## src/rtl/bin2onehot_stream.sv

```systemverilog
// bin2onehot_stream: valid/ready binary-to-one-hot/thermometer decoder with a
// 2-entry skid buffer (OUT + SKID) and a saturating out-of-range error count.
module bin2onehot_stream #(
  parameter int unsigned BIN_W     = 4,
  parameter int unsigned ONE_HOT_W = 16,
  parameter int unsigned ERR_CNT_W = 8
) (
  input  logic                 clk,
  input  logic                 reset,
  input  logic                 in_valid_i,
  output logic                 in_ready_o,
  input  logic [BIN_W-1:0]     bin_i,
  input  logic                 mode_i,
  output logic                 out_valid_o,
  input  logic                 out_ready_i,
  output logic [ONE_HOT_W-1:0] one_hot_o,
  output logic                 err_o,
  output logic [ERR_CNT_W-1:0] err_cnt_o
);

  localparam logic [ERR_CNT_W-1:0] CNT_MAX = {ERR_CNT_W{1'b1}};

  // Stored payload: decoded vector plus its out-of-range flag.
  typedef struct packed {
    logic [ONE_HOT_W-1:0] one_hot;
    logic                 err;
  } beat_t;

  beat_t                out_q, out_d;
  beat_t                skid_q, skid_d;
  logic                 out_valid_q, out_valid_d;
  logic                 skid_valid_q, skid_valid_d;
  logic [ERR_CNT_W-1:0] cnt_q, cnt_d;

  beat_t                dec;
  int unsigned          code;
  logic                 in_range;
  logic                 in_fire;
  logic                 out_fire;

  // Ready is derived from SKID occupancy only, never from out_ready_i.
  assign in_ready_o = !skid_valid_q && !reset;
  assign in_fire    = in_valid_i && in_ready_o;
  assign out_fire   = out_valid_q && out_ready_i;

  // Decode the incoming code before it is registered.
  always_comb begin
    code        = 32'(bin_i);
    in_range    = (code < ONE_HOT_W);
    dec.one_hot = '0;
    dec.err     = !in_range;
    for (int unsigned i = 0; i < ONE_HOT_W; i++) begin
      if (mode_i) begin
        dec.one_hot[i] = in_range && (i <= code);
      end else begin
        dec.one_hot[i] = in_range && (i == code);
      end
    end
  end

  // Next-state for OUT/SKID storage and the saturating error counter.
  always_comb begin
    out_d        = out_q;
    out_valid_d  = out_valid_q;
    skid_d       = skid_q;
    skid_valid_d = skid_valid_q;
    cnt_d        = cnt_q;

    if (skid_valid_q) begin
      if (out_fire) begin
        out_d        = skid_q;
        skid_valid_d = 1'b0;
        if (in_fire) begin
          skid_d       = dec;
          skid_valid_d = 1'b1;
        end
      end
    end else if (in_fire) begin
      if (!out_valid_q || out_fire) begin
        out_d       = dec;
        out_valid_d = 1'b1;
      end else begin
        skid_d       = dec;
        skid_valid_d = 1'b1;
      end
    end else if (out_fire) begin
      out_valid_d = 1'b0;
    end

    if (in_fire && dec.err && (cnt_q != CNT_MAX)) begin
      cnt_d = cnt_q + ERR_CNT_W'(1);
    end
  end

  // State registers with synchronous reset; in-flight beats are discarded.
  always_ff @(posedge clk) begin
    if (reset) begin
      out_q        <= '0;
      skid_q       <= '0;
      out_valid_q  <= 1'b0;
      skid_valid_q <= 1'b0;
      cnt_q        <= '0;
    end else begin
      out_q        <= out_d;
      skid_q       <= skid_d;
      out_valid_q  <= out_valid_d;
      skid_valid_q <= skid_valid_d;
      cnt_q        <= cnt_d;
    end
  end

  assign out_valid_o = out_valid_q;
  assign one_hot_o   = out_q.one_hot;
  assign err_o       = out_q.err;
  assign err_cnt_o   = cnt_q;

endmodule

```

## config.mk

```make
export PLATFORM = sky130hd
export DESIGN_NAME = bin2onehot_stream
export DESIGN_NICKNAME = d
export VERILOG_FILES = /design/src/rtl/bin2onehot_stream.sv
export SDC_FILE = /design/constraint.sdc
export NUM_CORES = 1
export LEC_CHECK = 0
export CORE_MARGIN = 3
export CORE_UTILIZATION = 50
export CTS_CLUSTER_DIAMETER = 120
export DETAILED_ROUTE_END_ITERATION = 6
export PLACE_DENSITY_LB_ADDON = 0.25
export RECOVER_POWER = 100
export SLEW_MARGIN = 20
export SYNTH_ARGS = -nofsm -noshare
export SYNTH_HDL_FRONTEND = slang
export SYNTH_SLANG_ARGS = --single-unit
```

## constraint.sdc

```tcl
create_clock -name clk -period 2 [get_ports clk]
set_input_delay 0.4 -clock clk [delete_from_list [all_inputs] [get_ports clk]]
set_output_delay 0.4 -clock clk [all_outputs]
set_load 0.01 [all_outputs]
```

==> flow_summary_export.csv, run 1 <==
group,metric,value,unit
setup_path,endpoint_kind,"register",
floorplanning,dieArea,4120,um2
synthesis,synth_top_area_share,0.402,
setup_path,reg2reg_depth,6,
synthesis,synthTopCellsByArea,"dfxtp_1 40%, nand2_1 6.2%, a21oi_1 5.6%",
power_and_ir_drop,vdd_drop_max,561,uV
floorplanning,dieHeight,64.2,um
setup_path,cp_slowest_cell,"dlygate4sd3_1",
synthesis,yosysUniqueCellTypes,38,
grt,antenna_found_initial,0,
clock_tree,cts_tree,"yes",
clock_tree,clk_latency,0.34,ns
power_and_ir_drop,intPower,0.00110,W
final_layout,multi_input_area,880,um2
place,numPortBuffers,26,
min_path,min_to,"one_hot_o[1]$_SDFFE_PP0P_",
floorplanning,rows,20,
setup_path,path_cells,"dlygate4sd3_1, or3_1, or3_1, a21oi_1",
setup_path,crit_family,"simple AND/OR/NAND/NOR gates",
floorplanning,io_pins,36,
setup_path,worst_setup_path_start_kind,"primary input",
sta,hold_ws,0.452,ns
setup_path,cp.arrival,2.13,ns
route,detail_route.first_pass.iterations,4,
sta,hold_viol_final,0,
setup_path,crit_required,2.28,ns
synthesis,yosysMostFrequentCell,"dfxtp_1",
setup_path,r2r_slack,0.32,ns
sta,drv_slew,0,
setup_path,cp_max_fo,12,
power_and_ir_drop,p_seq_frac,0.482,
clock_tree,clk_pin_slew,0.10,ns
route,ant_nets,0,
setup_path,path_class,"in2reg",
final_layout,nNetsFinal,266,
setup_path,path_common_cell,"or3_1",
setup_path,worstReg2RegEnd,"one_hot_o[2]$_SDFFE_PP0P_",
final_layout,area_growth,27.4,%
clock_tree,cts.sinks,34,
grt,grt_max_degree,25,
synthesis,synthCells,216,
synthesis,netlist_top_cells_count,"34 x dfxtp_1, 28 x nand2_1, 25 x nor2_1, 19 x a21oi_1, 17 x nor3_1",
synthesis,yosysWarnings,0,
power_and_ir_drop,power_density,695,nW/um2
clock_tree,clock-root-buffer,"clkbuf_4",
route,wl_per_cell,12.5,um
synthesis,synth_area_per_cell,7.83,um2
status,outcome,"completed",
route,wirelength,3.78,mm
sta,finalCritPeriodShare,0.926,
final_layout,fillCellCount,275,
floorplanning,coreArea,3130,um2
final_layout,drive_gt1_frac,0.140,
sta,setup_viol,0,
setup_path,worstReg2RegStart,"skid_valid_q$_SDFF_PP0_",
sta,fin_skew,0.00875,ns
synthesis,synth_flop_cell,"dfxtp_1",
clock_tree,h-tree-depth,2,
sta,rsz0062_at_grt,"no",
route,vias_per_cell,5.23,
grt,grt_overflow,0,
setup_path,crit_buf_inv,1,
place,gp_congestion,0.779,
sta,setup_tns,0,ns
clock_tree,cts_resized,0,
clock_tree,cts_max_path_buffers,2,
min_path,hold_depth,2,
synthesis,yosysTopAreaCell,"dfxtp_1",
grt,track_usage,0.205,
clock_tree,hold_buffers,0,
route,drc,0,
flow_run,drv_cap,0,
power_and_ir_drop,p_comb_frac,0.190,
synthesis,synth_area,1690,um2
synthesis,seq_area_frac_synth,0.402,
synthesis,synth-async-reset-ratio,0,
route,vias,1579,
synthesis,synth-edff-count,0,
sta,fin_crit,1.85,ns
power_and_ir_drop,leakagePower,0.863,nW
power_and_ir_drop,swShare,0.263,
grt,grt_pass1_wl,6.66,mm
synthesis,ys_ff_latch,34,
clock_tree,cts_buffers,5,
power_and_ir_drop,power_frac_clock,0.328,
floorplanning,die_w,64.2,um
power_and_ir_drop,p_sw,0.000393,W
final_layout,seqCellArea,681,um2
min_path,worstHoldStart,"one_hot_o[1]$_SDFFE_PP0P_",
floorplanning,initial_core_util,0.541,
grt,grt_pass1_vias,1467,
final_layout,diodes,0,
sta,fmax,540,MHz
min_path,hold_path_class,"reg2reg",
route,dr.first_iter.drc_count,87,
setup_path,crit_path_max_incr_delay,0.60,ns
place,dp_hpwl,2.68,mm
clock_tree,cts_setup_buffers,0,
[power groups by stage]
stage | clock (W) | sequential (W) | combinational, W
3_5_place_dp | 0 | 0.000740 | 0.000305
5_1_grt | 0.000543 | 0.000728 | 0.000314
4_1_cts | 0.000504 | 0.000724 | 0.000307
2_1_floorplan | 0 | 0.000752 | 0.000162
6_report | 0.000490 | 0.000722 | 0.000284
3_3_place_gp | 0 | 0.000739 | 0.000302
[how the worst max path moves through the flow]
stage	slack (ns)	end	startpoint	cells past startpoint
finish	0.15	skid_q[14]$_SDFFE_PP0P_	reset	4
global route	0.09	one_hot_o[2]$_SDFFE_PP0P_	bin_i[3]	6
CTS	0.007	in_ready_o	skid_valid_q$_SDFF_PP0_	3
detailed placement	-0.17	skid_q[15]$_SDFFE_PP0P_	in_valid_i	5
global placement	-0.14	skid_q[15]$_SDFFE_PP0P_	in_valid_i	5
floorplan	0.45	skid_q[13]$_SDFFE_PP0P_	out_ready_i	5
[sequential cells by signal, summed over array words and instances (netlist names)]
register	cells
skid_q	16
one_hot_o	16
out_valid_o	1
skid_valid_q	1
[placed cells by master (no fill, tap or decap), types with 4 or more instances in the layout]
cell	Yosys	routed
clkdlybuf4s50_1	0	5
o21ai_0	3	4
a21oi_1	19	19
mux2i_1	5	5
nor2_1	25	25
or3_1	7	7
conb_1	1	9
clkbuf_4	0	5
nor3_1	17	17
buf_4	9	23
clkbuf_1	12	5
a211oi_1	12	12
dfxtp_1	34	34
inv_1	4	4
dlygate4sd3_1	0	20
nand2_1	28	28
[kinds of logic (layout without fill, tap and decap cells)]
family	after synthesis	after routing	share of synthesized area
buffers and inverters	32	66	0.0954
and+or+nand+nor	91	91	0.251
other	1	9	0.00222
muxes	5	5	0.0296
AOI/OAI and AO/OA	53	53	0.219
DFF	34	34	0.402
[metal layers]
metal	track usage	wire length, um	up-vias
met3	0.0545	221	4
met2	0.311	1610	38
met1	0.269	1910	710
met4	0.0950	36	0
met5	0	0	-
li1	-	-	827
[stage by stage]
| stage | setup slack, ns | instances | power [W] | instance area (um2) | util |
|---|---|---|---|---|---|
| 2_1_floorplan | 0.449 | 224 | 0.000914 | 1720 | - |
| 3_3_place_gp | -0.141 | 294 | 0.00104 | 2110 | 0.676 |
| 3_5_place_dp | -0.167 | 294 | 0.00104 | 2110 | 0.676 |
| 4_1_cts | 0.00697 | 302 | 0.00154 | 2190 | 0.700 |
| 5_1_grt | 0.0903 | 302 | 0.00159 | 2150 | 0.689 |
| 6_report | 0.148 | 302 | 0.00150 | 2150 | 0.689 |
[worst min-delay path: stages (launching register included)]
cell and delay (ns):
dfxtp_1 0.32, nand2_1 0.05, a21oi_1 0.05
[final cells by class]
class,instances,share of cell area
sequential,34,0.316
clock inverter,1,0.0139
timing repair buffer,54,0.208
inverter,4,0.00697
clock buffer,7,0.0209
tap,44,0.0256
multi-input combinational,158,0.408
No activity file was read; power rests on OpenSTA's default activity.
==> run 2, diff against run 1 <==
Settings changed: SKIP_CTS_REPAIR_TIMING set to 1.
==> results of run 2 <==
Final layout, timing and power as in run 1 (identical DEF).
==> run 3, diff against run 2 <==
Settings changed: GPL_TIMING_DRIVEN set to 1, PLACE_DENSITY set to 0.89, PLACE_DENSITY_LB_ADDON 0.25 to not set.
==> flow_summary_export.csv, run 3 (synthesized netlist as in run 1, its figures left out) <==
group,metric,value,unit
status,outcome,"completed",
power_and_ir_drop,vdd_drop_max,644,uV
flow_run,drv_cap,0,
grt,grt_overflow,0,
final_layout,multi_input_area,880,um2
route,dr.first_iter.drc_count,90,
final_layout,drive_gt1_frac,0.144,
clock_tree,cts_max_path_buffers,2,
floorplanning,die_w,64.2,um
setup_path,endpoint_kind,"register",
clock_tree,clock-root-buffer,"clkbuf_4",
place,placed_cell_area,2120,um2
final_layout,diodes,0,
sta,rsz0062_at_grt,"no",
clock_tree,h-tree-depth,2,
setup_path,path_common_cell,"or3_1",
route,vias_per_cell,5.46,
place,gp_congestion,0.878,
setup_path,path_cells,"clkdlybuf4s50_1, nand2b_4, or3_1, or3_1, a21oi_1",
grt,grt_pass1_vias,1443,
floorplanning,initial_core_util,0.541,
power_and_ir_drop,swShare,0.275,
sta,setup_viol,0,
final_layout,finalNonFillerCells,301,
route,wl_per_cell,13.5,um
route,detail_route.first_pass.iterations,4,
grt,track_usage,0.205,
route,vias,1643,
route,ant_nets,0,
clock_tree,clk_latency,0.33,ns
power_and_ir_drop,p_comb_frac,0.214,
power_and_ir_drop,intPower,0.00100,W
grt,antenna_found_initial,0,
sta,hold_viol_final,0,
place,dp.cells,295,
final_layout,layout_commonest_cell,"dfxtp_1",
final_layout,area_growth,27.3,%
floorplanning,dieHeight,64.2,um
setup_path,crit_path_max_incr_delay,0.53,ns
clock_tree,cts_tree,"yes",
grt,grt_pass1_wl,6.64,mm
setup_path,path_class,"in2reg",
setup_path,cp_max_fo,11,
final_layout,mostFrequentLayoutCells,"34 x dfxtp_1, 28 x nand2_1, 25 x nor2_1",
setup_path,crit_buf_inv,1,
power_and_ir_drop,leakagePower,0.865,nW
sta,fin_skew,0.00434,ns
clock_tree,cts.sinks,34,
power_and_ir_drop,power_density,644,nW/um2
clock_tree,clk_pin_slew,0.09,ns
power_and_ir_drop,power_frac_clock,0.264,
setup_path,crit_family,"simple AND/OR/NAND/NOR gates",
place,dp_hpwl,2.99,mm
floorplanning,rows,20,
place,numPortBuffers,26,
sta,fmax,558,MHz
power_and_ir_drop,p_seq_frac,0.522,
sta,fin_crit,1.79,ns
floorplanning,io_pins,36,
route,drc,0,
route,wirelength,4.05,mm
final_layout,fillCellCount,280,
grt,grt_max_degree,26,
setup_path,crit_required,2.27,ns
setup_path,cp.arrival,2.07,ns
final_layout,seqCellArea,681,um2
floorplanning,dieArea,4120,um2
setup_path,cp_slowest_cell,"clkdlybuf4s50_1",
min_path,hold_path_class,"reg2reg",
sta,finalCritPeriodShare,0.897,
final_layout,nNetsFinal,267,
final_layout,fin_area,2150,um2
sta,drv_slew,0,
setup_path,worst_setup_path_start_kind,"primary input",
power_and_ir_drop,p_sw,0.000381,W
floorplanning,coreArea,3130,um2
clock_tree,cts_buffers,5,
## run 3: cell types whose count changed in the layout (fill, tap and decap cells not counted)
cell / previous run / this run
clkbuf_1: 5 / 3
buf_12: 0 / 1
bufinv_16: 1 / 0
buf_4: 23 / 24
o21ai_1: 0 / 1
clkbuf_2: 3 / 2
clkdlybuf4s50_1: 5 / 7
clkbuf_8: 0 / 1
o21ai_0: 4 / 3
dlygate4sd3_1: 20 / 18
## run 3: per-stage QoR
step           setup TNS (ns)  total power (W)  hold WS [ns]  utilization  setup slack, ns
3_5_place_dp            -1.61          0.00105         0.447        0.678           -0.154
5_1_grt                     0          0.00146         0.482        0.688           0.0657
4_1_cts               -0.0285          0.00142         0.460        0.694          -0.0285
2_1_floorplan               0         0.000914         0.432            -            0.449
6_report                    0          0.00139         0.454        0.688            0.207
3_3_place_gp           -0.435          0.00104         0.440        0.678          -0.0838
## run 3: cell type report
class | count | share of cell area
Inverter | 4 | 0.00697
Tap cell | 44 | 0.0256
Timing Repair Buffer | 55 | 0.219
Clock buffer | 6 | 0.0238
Sequential cell | 34 | 0.316
Multi-Input combinational cell | 158 | 0.408
## run 3: final timing paths
path | end | slack (ns) | start | cells after the start
worst max-delay path | skid_q[14]$_SDFFE_PP0P_ | 0.21 | in_valid_i | 5
worst min-delay path | one_hot_o[5]$_SDFFE_PP0P_ | 0.45 | one_hot_o[5]$_SDFFE_PP0P_ | 2
worst max register to register | skid_q[14]$_SDFFE_PP0P_ | 0.38 | skid_valid_q$_SDFF_PP0_ | 4
worst min register to register | one_hot_o[5]$_SDFFE_PP0P_ | 0.45 | one_hot_o[5]$_SDFFE_PP0P_ | 2
## run 3: routing by layer
| layer | global-route usage | routed length (um) | part of all wire |
|---|---|---|---|
| met5 | 0 | 0 | 0 |
| met4 | 0.0844 | 64 | 0.016 |
| met3 | 0.0580 | 271 | 0.067 |
| met2 | 0.328 | 1960 | 0.48 |
| met1 | 0.258 | 1750 | 0.43 |
## run 3: tightest hold or removal path, cell delays in order (launching register included)
cell and delay [ns]:
dfxtp_1 0.32, nand2_1 0.05, a21oi_1 0.05
## run 3: power groups by stage
stage	combinational [W]	sequential [W]	clock [W]
after floorplan	0.000162	0.000752	0
after global placement	0.000303	0.000740	0
final	0.000296	0.000724	0.000366
after CTS	0.000312	0.000725	0.000379
after detailed placement	0.000310	0.000741	0
after global routing	0.000324	0.000728	0.000411
